File: config.mk
export PLATFORM = sky130hd
export DESIGN_NAME = next_pc_unit_flat
export DESIGN_NICKNAME = d
export VERILOG_FILES = /design/src/rtl/next_pc_unit_if.sv /design/src/rtl/next_pc_unit.sv /design/src/flat_wrapper.sv
export SDC_FILE = /design/constraint.sdc
export NUM_CORES = 1
export LEC_CHECK = 0
export ABC_AREA = 1
export CAP_MARGIN = 15
export CORE_MARGIN = 10
export CORE_UTILIZATION = 42
export DETAILED_ROUTE_END_ITERATION = 6
export PLACE_DENSITY = 0.76
export SLEW_MARGIN = 10
export SYNTH_ARGS = -nofsm -noshare
export SYNTH_HDL_FRONTEND = slang
export SYNTH_SLANG_ARGS = --single-unit
File: constraint.sdc
create_clock -name clk -period 3.1 [get_ports clk]
set_input_delay 0.465 -clock clk [delete_from_list [all_inputs] [get_ports clk]]
set_output_delay 0.465 -clock clk [all_outputs]
set_load 0.02 [all_outputs]
File: src/rtl/next_pc_unit_if.sv
// next_pc_unit_if: signal bundle between the control/datapath side and the
// next-PC unit.
//   master : drives step control, decoded flags and operands; reads PC/status.
//   slave  : the next-PC unit; reads control/operands, drives PC/status.
interface next_pc_unit_if;
    logic        en;
    logic        go;
    logic        JMP;
    logic        JR;
    logic        Beq;
    logic        Bne;
    logic        BLTZ;
    logic        Syscall;
    logic        equal;
    logic [31:0] rs_data;
    logic [31:0] v0_data;
    logic [15:0] imm16;
    logic [25:0] instr_index;
    logic [31:0] pc;
    logic [31:0] pc_plus4;
    logic        halted;
    logic [31:0] cycle_count;
    logic [15:0] jump_count;
    logic [15:0] branch_count;

    modport master (
        output en, go, JMP, JR, Beq, Bne, BLTZ, Syscall, equal,
               rs_data, v0_data, imm16, instr_index,
        input  pc, pc_plus4, halted, cycle_count, jump_count, branch_count
    );

    modport slave (
        input  en, go, JMP, JR, Beq, Bne, BLTZ, Syscall, equal,
               rs_data, v0_data, imm16, instr_index,
        output pc, pc_plus4, halted, cycle_count, jump_count, branch_count
    );
endinterface

File: src/rtl/next_pc_unit.sv
// next_pc_unit: program-counter sequencer with RUN/HALT control.
//   clk, rst : clock and synchronous active-high reset.
//   bus      : slave side of next_pc_unit_if.
//              inputs  en (step tick), go (resume), JMP/JR/Beq/Bne/BLTZ/Syscall,
//                      equal, rs_data, v0_data, imm16, instr_index
//              outputs pc (registered), pc_plus4 (combinational), halted,
//                      cycle_count, jump_count, branch_count
module next_pc_unit (
    input  logic           clk,
    input  logic           rst,
    next_pc_unit_if.slave  bus
);
    typedef enum logic {RUN, HALT} state_t;

    state_t      state, state_next;
    logic [31:0] pc_r, pc_next;
    logic [31:0] cycle_r, cycle_next;
    logic [15:0] jump_r, jump_next;
    logic [15:0] branch_r, branch_next;

    logic [31:0] pc_plus4;
    logic [31:0] branch_target;
    logic [31:0] jump_target;
    logic [31:0] jr_target;
    logic        branch_taken;
    logic        display_call;

    assign pc_plus4      = pc_r + 32'd4;
    assign branch_target = pc_plus4 + {{14{bus.imm16[15]}}, bus.imm16, 2'b00};
    assign jump_target   = {pc_plus4[31:28], bus.instr_index, 2'b00};
    assign jr_target     = {bus.rs_data[31:2], 2'b00};
    assign branch_taken  = (bus.Beq & bus.equal) | (bus.Bne & ~bus.equal) |
                           (bus.BLTZ & bus.rs_data[31]);
    // $v0 == 34 is the print service: execution continues without halting.
    assign display_call  = (bus.v0_data == 32'd34);

    always_comb begin
        state_next  = state;
        pc_next     = pc_r;
        cycle_next  = cycle_r;
        jump_next   = jump_r;
        branch_next = branch_r;
        unique case (state)
            RUN: begin
                if (bus.en) begin
                    cycle_next = cycle_r + 32'd1;
                    // Syscall overrides every jump/branch flag on the same step.
                    if (bus.Syscall) begin
                        if (display_call) begin
                            pc_next = pc_plus4;
                        end else begin
                            state_next = HALT;
                        end
                    end else begin
                        if (bus.JR) begin
                            pc_next = jr_target;
                        end else if (bus.JMP) begin
                            pc_next = jump_target;
                        end else if (branch_taken) begin
                            pc_next = branch_target;
                        end else begin
                            pc_next = pc_plus4;
                        end
                        if (bus.JMP && jump_r != '1) begin
                            jump_next = jump_r + 16'd1;
                        end
                        if (branch_taken && !bus.JMP && branch_r != '1) begin
                            branch_next = branch_r + 16'd1;
                        end
                    end
                end
            end
            HALT: begin
                if (bus.en && bus.go) begin
                    pc_next    = pc_plus4;
                    state_next = RUN;
                end
            end
            default: state_next = RUN;
        endcase
    end

    always_ff @(posedge clk) begin
        if (rst) begin
            state    <= RUN;
            pc_r     <= '0;
            cycle_r  <= '0;
            jump_r   <= '0;
            branch_r <= '0;
        end else begin
            state    <= state_next;
            pc_r     <= pc_next;
            cycle_r  <= cycle_next;
            jump_r   <= jump_next;
            branch_r <= branch_next;
        end
    end

    assign bus.pc           = pc_r;
    assign bus.pc_plus4     = pc_plus4;
    assign bus.halted       = (state == HALT);
    assign bus.cycle_count  = cycle_r;
    assign bus.jump_count   = jump_r;
    assign bus.branch_count = branch_r;
endmodule

File: src/flat_wrapper.sv
// flat-port wrapper written by rule: the top's interface ports become plain ports
module next_pc_unit_flat 
  (clk, rst, bus_en, bus_go, bus_JMP, bus_JR, bus_Beq, bus_Bne, bus_BLTZ, bus_Syscall, bus_equal, bus_rs_data, bus_v0_data, bus_imm16, bus_instr_index, bus_pc, bus_pc_plus4, bus_halted, bus_cycle_count, bus_jump_count, bus_branch_count);
  next_pc_unit_if bus_i ();
  input  logic clk;
  input  logic rst;
  input wire logic [$bits(bus_i.en)-1:0] bus_en;
  input wire logic [$bits(bus_i.go)-1:0] bus_go;
  input wire logic [$bits(bus_i.JMP)-1:0] bus_JMP;
  input wire logic [$bits(bus_i.JR)-1:0] bus_JR;
  input wire logic [$bits(bus_i.Beq)-1:0] bus_Beq;
  input wire logic [$bits(bus_i.Bne)-1:0] bus_Bne;
  input wire logic [$bits(bus_i.BLTZ)-1:0] bus_BLTZ;
  input wire logic [$bits(bus_i.Syscall)-1:0] bus_Syscall;
  input wire logic [$bits(bus_i.equal)-1:0] bus_equal;
  input wire logic [$bits(bus_i.rs_data)-1:0] bus_rs_data;
  input wire logic [$bits(bus_i.v0_data)-1:0] bus_v0_data;
  input wire logic [$bits(bus_i.imm16)-1:0] bus_imm16;
  input wire logic [$bits(bus_i.instr_index)-1:0] bus_instr_index;
  output wire logic [$bits(bus_i.pc)-1:0] bus_pc;
  output wire logic [$bits(bus_i.pc_plus4)-1:0] bus_pc_plus4;
  output wire logic [$bits(bus_i.halted)-1:0] bus_halted;
  output wire logic [$bits(bus_i.cycle_count)-1:0] bus_cycle_count;
  output wire logic [$bits(bus_i.jump_count)-1:0] bus_jump_count;
  output wire logic [$bits(bus_i.branch_count)-1:0] bus_branch_count;
  assign bus_i.en = bus_en;
  assign bus_i.go = bus_go;
  assign bus_i.JMP = bus_JMP;
  assign bus_i.JR = bus_JR;
  assign bus_i.Beq = bus_Beq;
  assign bus_i.Bne = bus_Bne;
  assign bus_i.BLTZ = bus_BLTZ;
  assign bus_i.Syscall = bus_Syscall;
  assign bus_i.equal = bus_equal;
  assign bus_i.rs_data = bus_rs_data;
  assign bus_i.v0_data = bus_v0_data;
  assign bus_i.imm16 = bus_imm16;
  assign bus_i.instr_index = bus_instr_index;
  assign bus_pc = bus_i.pc;
  assign bus_pc_plus4 = bus_i.pc_plus4;
  assign bus_halted = bus_i.halted;
  assign bus_cycle_count = bus_i.cycle_count;
  assign bus_jump_count = bus_i.jump_count;
  assign bus_branch_count = bus_i.branch_count;
  next_pc_unit u_core (.clk(clk), .rst(rst), .bus(bus_i));
endmodule
==> results of run 1 <==
==> worst max path at each step <==
stage	start	to	slack, ns
detailed placement	u_core.bus.pc[2]$_SDFFE_PP0P_	u_core.bus.pc[27]$_SDFFE_PP0P_	-0.06
global placement	u_core.bus.pc[8]$_SDFFE_PP0P_	u_core.bus.pc[22]$_SDFFE_PP0P_	-0.02
CTS	u_core.bus.pc[2]$_SDFFE_PP0P_	u_core.bus.pc[27]$_SDFFE_PP0P_	0.002
finish	u_core.bus.pc[2]$_SDFFE_PP0P_	u_core.bus.pc[29]$_SDFFE_PP0P_	0.06
floorplan	u_core.bus.pc[2]$_SDFFE_PP0P_	u_core.bus.pc[27]$_SDFFE_PP0P_	0.02
global route	u_core.bus.pc[2]$_SDFFE_PP0P_	u_core.bus.pc[21]$_SDFFE_PP0P_	-0.07
==> per-layer routing <==
| metal | global-route usage | part of all wire |
|---|---|---|
| met2 | 0.417 | 0.46 |
| met4 | 0.0871 | 0.039 |
| met5 | 0 | 0.00025 |
| met3 | 0.0774 | 0.093 |
| met1 | 0.297 | 0.41 |
==> worst max-delay path: cells and delay by family, from the launching register on <==
kind / cells / cell delay, ns
AO/OA/AOI/OAI: 1 / 0.06
XOR/XNOR: 1 / 0.36
flip-flops: 1 / 0.38
adder cells (fa/ha/maj): 2 / 0.49
AND/OR/NAND/NOR: 13 / 1.36
buffers and inverters: 2 / 0.25
==> area by class of cell <==
class | instances | area [um2]
inverters | 237 | 896
clock inverters | 7 | 111
fillers | 2018 | 7540
clock buffers | 9 | 225
repair buffers | 368 | 3380
well taps | 275 | 344
flip-flops and latches | 95 | 1940
multi-input cells | 1222 | 6520
==> power breakdown <==
group | internal (uW) | leakage [uW] | switching (uW)
registers | 1260 | 0.000778 | 47.2
clock network | 725 | 0.000164 | 543
logic | 708 | 0.00499 | 903
==> through the flow <==
stage | TNS [ns] | utilization | hold WS (ns) | instance area [um2] | worst slack, ns
after floorplan | 0 | - | 0.544 | 8920 | 0.0248
after global placement | -0.0330 | 0.593 | 0.473 | 12400 | -0.0194
after detailed placement | -0.280 | 0.593 | 0.483 | 12400 | -0.0577
after CTS | 0 | 0.609 | 0.493 | 12800 | 0.00188
after global routing | -0.827 | 0.640 | 0.520 | 13400 | -0.0743
final | 0 | 0.640 | 0.498 | 13400 | 0.0576
==> layout by cell type, fill, tap and decap left out, types with 5 or more instances in the layout <==
master / count
a21oi_1: 105
buf_4: 126
clkbuf_16: 9
clkdlybuf4s50_1: 237
dfxtp_1: 80
dfxtp_2: 7
dfxtp_4: 8
ha_1: 23
ha_4: 15
inv_1: 219
inv_2: 14
nand2_1: 500
nand2_2: 50
nand3_1: 83
nand3_2: 10
nand3b_1: 6
nand4_1: 22
nor2_1: 169
nor2_2: 28
nor2_4: 18
nor3_1: 23
nor3_2: 8
nor4_1: 7
o211ai_1: 7
o21a_1: 5
o21ai_0: 50
o21ai_1: 7
or2_2: 6
xnor2_1: 14
xor2_1: 20
==> flip-flops by register name, indices dropped and copies added (netlist names) <==
name / count
u_core.bus.branch_count: 16
u_core.bus.jump_count: 16
u_core.bus.pc: 30
u_core.bus.halted: 1
u_core.bus.cycle_count: 32
==> timing repair <==
action	CTS	global route
setup endpoints to repair	13	30
buffers inserted	0	7
hold buffers	0	0
resized for setup	6	157
pin swaps	0	36
==> cell families (layout without fill, tap and decap cells) <==
logic type,Yosys count,in the layout,synth area share
adder cells (fa/ha/maj),41,41,0.0585
other,1,4,0.000421
AND/OR/NAND/NOR,945,945,0.453
buffers and inverters,279,621,0.120
XOR/XNOR,40,40,0.0402
flip-flops,95,95,0.214
AO/OA/AOI/OAI,192,192,0.114
==> results.txt, run 1 <==
status: completed
RD Place Congestion: 0.954
largest area contributor in the netlist: nand2_1
count of port buffers added during placement: 239
TritonCTS Buffers: 9
Pre-antenna DRT Iters: 5
die span in y: 166 um
share of layout cells above drive strength 1: 0.175
Yosys warnings: 0
Max Fclk: 0.329 GHz
Routed WL per cell: 16.6 um
most used cell, CP: nand2_1
vias: 11.3k
# IOs: 246
antenna violations before repair: 1
Final Hold Fails: 0
worst hold path depth: 2
area delta synth->final: 50.7%
syn avg cell area: 5.59 um2
Iter 0 DRT Violations: 739
Worst VDD drop: 0.292 mV
vias per cell: 5.12
PD cells: 312 mW/mm2
Synth Instances: 1593
row count: 53
Layout Nets: 2091
Routed Antenna Nets: 0
H-tree depth: 3
worst min-delay path class: register to register
count leader, synth: nand2_1
antenna cell count: 0
skew final: 0.00944 ns
total wire length: 36700 um
Seq/Total Area, Yosys: 0.214
Async S/R FF share, synth: 0
Synth top cells by count: nand2_1, inv_1, nor2_1
min Tclk post-route: 3.04 ns
maximum buffer depth of the clock tree: 2
worst r2r dst: u_core.bus.pc[29]$_SDFFE_PP0P_
pin count of the biggest net entering global routing: 55
DP HPWL: 29200 um
critical-path cell list: ha_1, nand4_1, nor3_2, xor2_1, ha_1, nand2_1, nand2_2, inv_1, nand2_2, nand3b_1, buf_6, nand2_1, nand2_1, nand2_1, nand3_1, nand3_1, nand2_1, nand2_2, a21oi_1
Post-synth EDFFs: 0
Critical Path Start Type: register
RSZ-0062 raised after global routing: yes
Worst-path clk slew: 0.07 ns
worst rel slew slack: 0.433
grt total ovfl: 0
ranking of synthesized cells by area: nand2_1, dfxtp_1, inv_1, nor2_1, a21oi_1
Hold Path Sink: u_core.bus.cycle_count[28]$_SDFFE_PP0P_
number of synthesized register bits: 95
post-route clock period utilization: 0.981
Arr. time, crit path: 3.26 ns
r2r startpoint: u_core.bus.pc[2]$_SDFFE_PP0P_
worst slew pin tran: 0.849 ns
critical path peak fanout: 4
Synth top area share: 0.228
initial core utilization: 0.425
Die ar.: 0.0274 mm2
Tot Pwr: 4180 uW
Setup Viol. Count Final: 0
non-filler cells, final: 2213
vias in the first global route: 10.8k
Core ar.: 0.0210 mm2
Root Driver: clkbuf_16
total clock sinks: 95
Max Slew Vio Count: 0
GRT Overall Usage: 0.250
cell area after synthesis: 0.00890 mm2
cell count of the worst reg-to-reg path: 19
Hold Crit Start: u_core.bus.cycle_count[28]$_SDFFE_PP0P_
Die Wd: 166 um
max cap viols: 0
Required @ worst endpoint: 3.31 ns
DRC violations left: 0
global-route wire length before repair: 57000 um
Crit Path Category: register to register
placed cell count: 2190
clk_lat worst skew: 0.36 ns
Synth Flop Type: dfxtp_1
post-synth cell types: 47
leakage power: 0.00593 uW
CTS tree: yes
Worst R2R Setup Slack: 0.06 ns
CP peak stage delay: 0.38 ns
critical path endpoint category: register
Slowest cell on crit path: dfxtp_4
Power figures use the tool's default switching activity.
==> run 2: changes to the inputs <==
PLACE_DENSITY = unset   (was 0.76)
PLACE_DENSITY_LB_ADDON = 0.3   (was unset)
==> results.txt, run 2 (synthesis results as in run 1) <==
grt total ovfl: 0 (unchanged)
initial core utilization: 0.425 (unchanged)
Setup Viol. Count Final: 0 (unchanged)
Critical Path Start Type: register (unchanged)
Final WS setup: 0.0959 ns (was 0.0576 ns)
Root Driver: clkbuf_16 (unchanged)
Routed Antenna Nets: 0 (unchanged)
Core ar.: 0.0210 mm2 (unchanged)
skew final: 0.0138 ns (was 0.00944 ns)
Die ar.: 0.0274 mm2 (unchanged)
Die Wd: 166 um (unchanged)
GRT Overall Usage: 0.240 (was 0.250)
worst rel slew slack: 0.562 (was 0.433)
H-tree depth: 3 (unchanged)
leakage power: 0.00581 uW (was 0.00593 uW)
beginning of the critical path: u_core.bus.pc[2]$_SDFFE_PP0P_ (unchanged)
min Tclk post-route: 3.00 ns (was 3.04 ns)
count of port buffers added during placement: 239 (unchanged)
Crit Path Category: register to primary output (was register to register)
worst slew pin tran: 0.657 ns (was 0.849 ns)
worst r2r dst: u_core.bus.pc[30]$_SDFFE_PP0P_ (was u_core.bus.pc[29]$_SDFFE_PP0P_)
RD Place Congestion: 0.980 (was 0.954)
post-route clock period utilization: 0.969 (was 0.981)
Worst-path clk slew: 0.07 ns (about the same)
cell count of the worst reg-to-reg path: 20 (was 19)
critical path endpoint category: primary output (was register)
Pre-antenna DRT Iters: 6 (was 5)
Max Fclk: 0.333 GHz (was 0.329 GHz)
vias: 11.2k (was 11.3k)
max FFs per register: 32 (unchanged)
RSZ-0062 raised after global routing: yes (unchanged)
area delta synth->final: 49.1% (was 50.7%)
DRC violations left: 0 (unchanged)
commonest non-fill, non-tap cell in the layout: nand2_1 (unchanged)
DP HPWL: 28100 um (was 29200 um)
worst min-delay path class: register to register (unchanged)
Worst R2R Setup Slack: 0.1 ns (was 0.06 ns)
# IOs: 246 (unchanged)
global-route wire length before repair: 54700 um (was 57000 um)
TritonCTS Buffers: 9 (unchanged)
r2r startpoint: u_core.bus.pc[11]$_SDFFE_PP0P_ (was u_core.bus.pc[2]$_SDFFE_PP0P_)
Layout Nets: 2065 (was 2091)
commonest non-fill, non-tap cells in the layout: nand2_1, clkdlybuf4s50_1, inv_1 (unchanged)
Final Hold Fails: 0 (unchanged)
Tot Pwr: 4030 uW (was 4180 uW)
maximum buffer depth of the clock tree: 2 (unchanged)
Required @ worst endpoint: 2.63 ns (was 3.31 ns)
vias in the first global route: 10.4k (was 10.8k)
max cap viols: 0 (unchanged)
PD cells: 304 mW/mm2 (was 312 mW/mm2)
pin count of the biggest net entering global routing: 55 (unchanged)
status: completed (unchanged)
total clock sinks: 95 (unchanged)
critical path peak fanout: 4 (unchanged)
Post-Place Worst Slack: -0.0523 ns (was -0.0577 ns)
crit path to: bus_pc_plus4[24] (was u_core.bus.pc[29]$_SDFFE_PP0P_)
CTS tree: yes (unchanged)
Worst VDD drop: 0.277 mV (was 0.292 mV)
clk_lat worst skew: 0.35 ns (was 0.36 ns)
Routed WL per cell: 16.3 um (was 16.6 um)
share of layout cells above drive strength 1: 0.161 (was 0.175)
row count: 53 (unchanged)
Iter 0 DRT Violations: 1081 (was 739)
Arr. time, crit path: 2.54 ns (was 3.26 ns)
die span in y: 166 um (unchanged)
vias per cell: 5.13 (was 5.12)
total wire length: 35600 um (was 36700 um)
antenna violations before repair: 3 (was 1)
Max Slew Vio Count: 0 (unchanged)
-- run 2: cell count changes in the layout (fill, tap and decap cells not counted), moves of 5 or more --
| cell | change |
|---|---|
| dfxtp_1 | -5 |
| buf_4 | -27 |
| dfxtp_2 | +7 |
| nand2_4 | +7 |
| nand2_1 | +12 |
| nand2_2 | -19 |
-- run 2: through the flow --
step | std cells | instance area [um2] | hold slack, ns | utilization | TNS [ns]
finish | 2188 | 13300 | 0.494 | 0.634 | 0
global route | 2187 | 13300 | 0.514 | 0.634 | -0.545
CTS | 2176 | 12500 | 0.500 | 0.597 | -0.0424
detailed placement | 2159 | 12200 | 0.479 | 0.582 | -0.126
global placement | 2159 | 12200 | 0.472 | 0.582 | -0.0156
floorplan | 1596 | 8920 | 0.544 | - | 0
-- run 2: what timing repair did --
action	in CTS	in global routing
hold buffers	0	0
gates resized for setup	7	162
endpoints found under the hold margin	0	0
pin swaps	0	32
setup buffers	1	10
setup endpoints to repair	12	32
-- run 2: where the power goes --
part / total (uW) / internal [uW] / switching, uW
registers: 1310 / 1260 / 53.1
logic: 1580 / 685 / 892
clock network: 1140 / 605 / 537
-- run 2: final cells by class --
type,instances,area [um2]
Tap cell,275,344
Antenna cell,1,2.50
Clock buffer,11,253
Multi-Input combinational cell,1222,6590
Sequential cell,95,1940
Clock inverter,5,47.5
Fill cell,1988,7680
Timing Repair Buffer,342,3200
Inverter,237,895
-- run 2: layer usage --
metal	up-vias	global-route usage	wire length [um]
met5	-	0	13
met1	5035	0.287	14100
met2	482	0.400	16700
li1	5633	-	-
met3	78	0.0686	3500
met4	2	0.0847	1330
-- run 2: worst min-delay path by stage --
stage | from | to | slack [ns] | cells past startpoint
4_1_cts | u_core.bus.branch_count[10]$_SDFFE_PP0P_ | u_core.bus.branch_count[10]$_SDFFE_PP0P_ | 0.50 | 1
5_1_grt | u_core.bus.pc[19]$_SDFFE_PP0P_ | u_core.bus.pc[19]$_SDFFE_PP0P_ | 0.51 | 2
3_5_place_dp | u_core.bus.branch_count[10]$_SDFFE_PP0P_ | u_core.bus.branch_count[10]$_SDFFE_PP0P_ | 0.48 | 1
3_3_place_gp | u_core.bus.branch_count[10]$_SDFFE_PP0P_ | u_core.bus.branch_count[10]$_SDFFE_PP0P_ | 0.47 | 1
6_report | u_core.bus.pc[18]$_SDFFE_PP0P_ | u_core.bus.pc[18]$_SDFFE_PP0P_ | 0.49 | 2
2_1_floorplan | u_core.bus.branch_count[9]$_SDFFE_PP0P_ | u_core.bus.branch_count[9]$_SDFFE_PP0P_ | 0.54 | 2
-- run 2: critical path: stages, from the launching register on --
cell             delay, ns
dfxtp_4               0.37
ha_2                  0.20
nand3_4               0.12
nor2_2                0.14
inv_1                 0.08
nor2_4                0.20
nand2_1               0.08
nand2_1               0.08
and2_4                0.17
buf_4                 0.13
clkdlybuf4s50_1       0.61
